### src/rtl/arb_wrr_pkg.sv
// rtl/arb_wrr_pkg.sv - shared state encoding and credit sizing for the weighted round-robin arbiter
package arb_wrr_pkg;

  typedef enum logic [0:0] {
    IDLE  = 1'b0,
    GRANT = 1'b1
  } state_t;

  // A burst never exceeds the largest programmable weight, so credit needs the weight width.
  function automatic int credit_width(input int weight_w);
    return (weight_w < 1) ? 1 : weight_w;
  endfunction

endpackage

### src/rtl/arb_rr_pick.sv
// rtl/arb_rr_pick.sv - combinational rotate-priority-rotate picker, search starts one past ptr_i
module arb_rr_pick
  import arb_wrr_pkg::*;
#(
  parameter int N = 8
) (
  input  logic [N-1:0]         req_i,
  input  logic [$clog2(N)-1:0] ptr_i,
  output logic [N-1:0]         gnt_o,
  output logic [$clog2(N)-1:0] idx_o,
  output logic                 any_o
);

  localparam int IW = $clog2(N);

  logic [IW-1:0]  start;
  logic [2*N-1:0] shifted;
  logic [IW-1:0]  k_sel;
  logic [IW:0]    sum;

  always_comb begin
    start   = (ptr_i == IW'(N - 1)) ? '0 : ptr_i + IW'(1);
    shifted = {req_i, req_i} >> start;
    any_o   = 1'b0;
    k_sel   = '0;
    // Descending scan so the lowest rotated position wins.
    for (int k = N - 1; k >= 0; k--) begin
      if (shifted[k]) begin
        any_o = 1'b1;
        k_sel = IW'(k);
      end
    end
    sum   = {1'b0, start} + {1'b0, k_sel};
    idx_o = (sum >= (IW+1)'(N)) ? IW'(sum - (IW+1)'(N)) : sum[IW-1:0];
    gnt_o = any_o ? (N'(1) << idx_o) : '0;
  end

endmodule

### src/rtl/arb_wrr.sv
// rtl/arb_wrr.sv - weighted round-robin arbiter top; macro ARB_WRR_WEIGHT_EN enables weighted bursts
module arb_wrr
  import arb_wrr_pkg::*;
#(
  parameter int WIDTH_REQ = 8,
  parameter int WEIGHT_W  = 4
) (
  input  logic                          clk,
  input  logic                          reset,
  input  logic [WIDTH_REQ-1:0]          req,
  output logic [WIDTH_REQ-1:0]          req_rdy,
  output logic [WIDTH_REQ-1:0]          gnt,
  output logic [$clog2(WIDTH_REQ)-1:0]  gnt_idx,
  input  logic                          gnt_rdy,
  input  logic [WIDTH_REQ*WEIGHT_W-1:0] weight
);

  localparam int IW = $clog2(WIDTH_REQ);
  localparam int CW = credit_width(WEIGHT_W);

  state_t               state_q, state_d;
  logic [WIDTH_REQ-1:0] gnt_q, gnt_d;
  logic [IW-1:0]        idx_q, idx_d;
  logic [CW-1:0]        credit_q, credit_d;
  logic [IW-1:0]        ptr_q, ptr_d;

  logic [IW-1:0]        pick_ptr;
  logic [WIDTH_REQ-1:0] pick_gnt;
  logic [IW-1:0]        pick_idx;
  logic                 pick_any;
  logic [CW-1:0]        credit_load;
  logic                 issue;

  // While granting, the only re-arbitration is the one that moves ptr to idx, so search from idx.
  assign pick_ptr = (state_q == GRANT) ? idx_q : ptr_q;

  arb_rr_pick #(.N(WIDTH_REQ)) u_pick (
    .req_i (req),
    .ptr_i (pick_ptr),
    .gnt_o (pick_gnt),
    .idx_o (pick_idx),
    .any_o (pick_any)
  );

`ifdef ARB_WRR_WEIGHT_EN
  logic [WEIGHT_W-1:0] weight_sel;
  assign weight_sel  = weight[pick_idx*WEIGHT_W +: WEIGHT_W];
  assign credit_load = (weight_sel == '0) ? CW'(1) : CW'(weight_sel);
`else
  logic weight_unused;
  assign weight_unused = ^weight;
  assign credit_load   = CW'(1);
`endif

  assign req_rdy = gnt_q & req & {WIDTH_REQ{gnt_rdy & ~reset}};
  assign gnt     = gnt_q;
  assign gnt_idx = idx_q;

  always_comb begin
    state_d  = state_q;
    gnt_d    = gnt_q;
    idx_d    = idx_q;
    credit_d = credit_q;
    ptr_d    = ptr_q;
    issue    = 1'b0;
    case (state_q)
      IDLE: issue = pick_any;
      GRANT: begin
        if (gnt_rdy) begin
          if (req[idx_q] && (credit_q > CW'(1))) begin
            credit_d = credit_q - CW'(1);
          end else begin
            // Last credit spent or requester abandoned: leftover credit is dropped.
            ptr_d    = idx_q;
            issue    = pick_any;
            state_d  = IDLE;
            gnt_d    = '0;
            idx_d    = '0;
            credit_d = '0;
          end
        end
      end
      default: state_d = IDLE;
    endcase
    if (issue) begin
      state_d  = GRANT;
      gnt_d    = pick_gnt;
      idx_d    = pick_idx;
      credit_d = credit_load;
    end
  end

  always_ff @(posedge clk) begin
    if (reset) begin
      state_q  <= IDLE;
      gnt_q    <= '0;
      idx_q    <= '0;
      credit_q <= '0;
      ptr_q    <= IW'(WIDTH_REQ - 1);
    end else begin
      state_q  <= state_d;
      gnt_q    <= gnt_d;
      idx_q    <= idx_d;
      credit_q <= credit_d;
      ptr_q    <= ptr_d;
    end
  end

endmodule
### config.mk
export PLATFORM = sky130hd
export DESIGN_NAME = arb_wrr
export DESIGN_NICKNAME = d
export VERILOG_FILES = /design/src/rtl/arb_wrr_pkg.sv /design/src/rtl/arb_rr_pick.sv /design/src/rtl/arb_wrr.sv
export SDC_FILE = /design/constraint.sdc
export NUM_CORES = 1
export LEC_CHECK = 0
export BUFFER_PORTS_ARGS = -buffer_cell sky130_fd_sc_hd__buf_2
export CAP_MARGIN = 20
export CORE_MARGIN = 1.5
export CORE_UTILIZATION = 43
export DETAILED_ROUTE_END_ITERATION = 8
export GPL_TIMING_DRIVEN = 0
export PLACE_DENSITY = 0.76
export SLEW_MARGIN = 0
export SYNTH_ARGS = -nofsm -noshare
export SYNTH_HDL_FRONTEND = slang
export SYNTH_SLANG_ARGS = --single-unit
export TNS_END_PERCENT = 5
### constraint.sdc
create_clock -name clk -period 3.8 [get_ports clk]
set_input_delay 0.19 -clock clk [delete_from_list [all_inputs] [get_ports clk]]
set_output_delay 0.19 -clock clk [all_outputs]
set_load 0.05 [all_outputs]
==> metrics.yaml <==
status:
  outcome: "finished clean"
setup_path:
  required_ps: 4090
  start_kind: "register"
  reg2reg_slack_ps: 210
  worst_r2r_endpoint: "gnt[7]$_SDFFE_PP0P_"
  path_class: "reg2reg"
  arrival_ps: 3870
  end_kind: "register"
  cp_cell_sequence: "buf_6 > mux2_2 > ha_4 > xnor2_4 > buf_4 > mux4_2 > nor2b_1 > o21ai_1 > a21bo_2 > a21boi_2 > ha_2 > inv_1 > fa_2 > nor3b_1 > a22o_1"
  worst-path-buf-inv: 3
  cp.depth: 15
  cp_max_fo: 5
  cp_top_family: "multiplexers"
  r2r_start: "state_q$_SDFF_PP0_"
  critPathMaxStageDelay_ps: 530
  cp_slowest_cell: "mux4_2"
  ff2ff_path_depth: 15
global_routing:
  grt_pass1_vias: 1293
  grt_max_degree: 12
  grt.total_usage_pct: 22.26
  grt_pass1_wl_um: 6154
  gr-total-overflow: 0
  grt_antenna_before_repair: 0
drt:
  drt-wirelength-per-cell_um: 17.46
  drc_errors: 0
  drt-initial-drc-count: 49
  drt_wl_total_um: 3911
  avgViaCountPerCell: 5.817
  postRouteAntennaNets: 0
  via_count: 1303
  drt_pre_antenna_iters: 4
logic_synthesis:
  synth_cells: 139
  ys_seq_elements: 19
  synth_compound_area_share_pct: 14.37
  synth_cell_types: 40
  synth_nets: 187
  yosys.area_share.adder_pct: 4.762
  yosysSeqAreaShare_pct: 25.85
  synth-simple-area-share_pct: 16.75
  syn_area_per_cell_um2: 10.59
  synth-xor-area-share_pct: 3.486
  yosys_warnings: 0
  yosysTopAreaCellShare_pct: 25.85
  synth.cell_area_um2: 1471
  synth.most_common_cell: "dfxtp_1"
  synth_mux_area_share_pct: 30.44
  yosys-top-cells-area: "dfxtp_1 26%, mux4_2 15%, mux2i_1 7.5%"
  synth_flop_cell: "dfxtp_1"
  synth_edf_count: 0
  synthTopCellsByCount: "19 x dfxtp_1, 11 x mux2i_1, 10 x a22o_1, 10 x mux4_2, 10 x nor2_1"
  synthArstFlopShare_pct: 0
  synth_top_family_by_area: "multiplexers"
  synth_largest_area_cell: "dfxtp_1"
clock_network:
  cts_tree: "done"
  numCtsBuffers: 3
  clockRootBuffer: "clkbuf_4"
  hold_buffers: 0
  clock_path_buffers: 2
  clk_pin_slew_ps: 130
  cts.sinks: 19
  h-tree-depth: 1
  clk_latency_ps: 330
die:
  die_w_um: 61.50
  fp-row-count: 21
  die_area_um2: 3782
  die_h_um: 61.50
  fp.coreArea_um2: 3311
  num_io_pins: 62
  initial_utilization_pct: 44.44
timing:
  finalHoldViolCount: 0
  skew_ps: 13.88
  setup_viol_count_final: 0
  period_needed_ps: 3585
  tightest_slew_ps: 519.5
  fin_hold_ws_ps: 250.7
  drv_slew: 0
  setup_slack_ps: 214.7
  max_slew_margin_pct: 65.24
  clock.fmax_ghz: 0.2789
  finalCritPeriodShare_pct: 94.35
  rsz0062_at_grt: "false"
  setup_tns_ps: 0
min_path:
  min_path_type: "in2reg"
  hold_end: "state_q$_SDFF_PP0_"
  hp-start: "reset"
  hold_depth: 2
power:
  power_leakage_nw: 0.8059
  p_per_area_nw_per_um2: 823.5
  p_total_mw: 1.519
  ir_drop_mv: 0.3928
job:
  maxCapViolations: 0
placement:
  io_buffers: 28
  place.gp.congestion: 0.8162
  dp_hpwl_um: 2878
  place_ws_ps: -378.3
cells_and_area:
  diodes: 0
  nets: 227
  areaGrowthSynthToFinish_pct: 25.34
  drive_gt1_share_pct: 44.38
[worst register-to-register path: cells and delay by family, from the launching register on]
kind / cells / cell delay [ps]
muxes: 2 / 880
adders and majority gates: 3 / 840
and+or+nand+nor: 2 / 480
AOI/OAI and AO/OA: 4 / 480
DFF: 1 / 350
buffers and inverters: 3 / 330
xor gates and xnor gates: 1 / 160
[worst max-delay path by stage]
stage | from | end | slack (ps)
global placement | state_q$_SDFF_PP0_ | gnt[3]$_SDFFE_PP0P_ | -210
CTS | state_q$_SDFF_PP0_ | gnt[3]$_SDFFE_PP0P_ | 8
floorplan | state_q$_SDFF_PP0_ | gnt[3]$_SDFFE_PP0P_ | 10
finish | state_q$_SDFF_PP0_ | gnt[7]$_SDFFE_PP0P_ | 210
global route | state_q$_SDFF_PP0_ | gnt[1]$_SDFFE_PP0P_ | 20
detailed placement | state_q$_SDFF_PP0_ | gnt[1]$_SDFFE_PP0P_ | -380
[what timing repair did]
action,4_1_cts,5_1_grt
hold endpoints to repair,0,0
gates resized for setup,4,11
setup buffers,5,3
setup endpoints to repair,10,9
pin swaps,2,6
[cell type report]
type,count,area [um^2]
Buffer,3,26.28
Clock buffer,3,22.52
Clock inverter,1,5.005
Fill cell,300,1466
Inverter,7,27.53
Multi-Input combinational cell,109,1122
Sequential cell,19,382.9
Tap cell,46,57.56
Timing Repair Buffer,36,200.2
[placed cells by master, fill, tap and decap left out, types with 5 or more instances in the layout]
| master | count |
|---|---|
| and3_1 | 9 |
| buf_2 | 28 |
| inv_1 | 5 |
| dfxtp_1 | 17 |
| buf_4 | 8 |
| mux4_2 | 10 |
| mux2i_1 | 10 |
| a22o_1 | 10 |
| nor2b_1 | 5 |
| nor2_1 | 9 |
[flip-flops by register name, indices dropped and copies added (netlist names)]
signal	flops
ptr_q	3
gnt	8
gnt_idx	3
credit_q	4
state_q	1
[metrics by stage]
step,utilization (%),area [um^2],std cells
after floorplan,-,1498,139
after global placement,51.21,1695,213
after detailed placement,51.21,1695,213
after CTS,54.08,1790,222
after global routing,55.71,1844,224
final,55.71,1844,224
[report_power, final]
| group | leakage, nW | internal (mW) | total (mW) | switching [mW] |
|---|---|---|---|---|
| registers | 0.156 | 0.240 | 0.283 | 0.0432 |
| logic | 0.632 | 0.515 | 1.12 | 0.604 |
| clock network | 0.0177 | 0.0396 | 0.116 | 0.0768 |
[logic make-up after synthesis]
| logic type | after synthesis |
|---|---|
| xor+xnor | 5 |
| mux | 29 |
| buf+inv | 11 |
| flops | 19 |
| fa+ha+maj | 5 |
| compound gates | 26 |
| simple gates | 44 |
[layer usage]
metal	global-route usage (%)	part of all wire, %
met4	9.726	2.0
met1	28.87	45
met2	37.59	50
met5	0	0
met3	2.101	3.2
No activity file was read; power rests on OpenSTA's default activity.
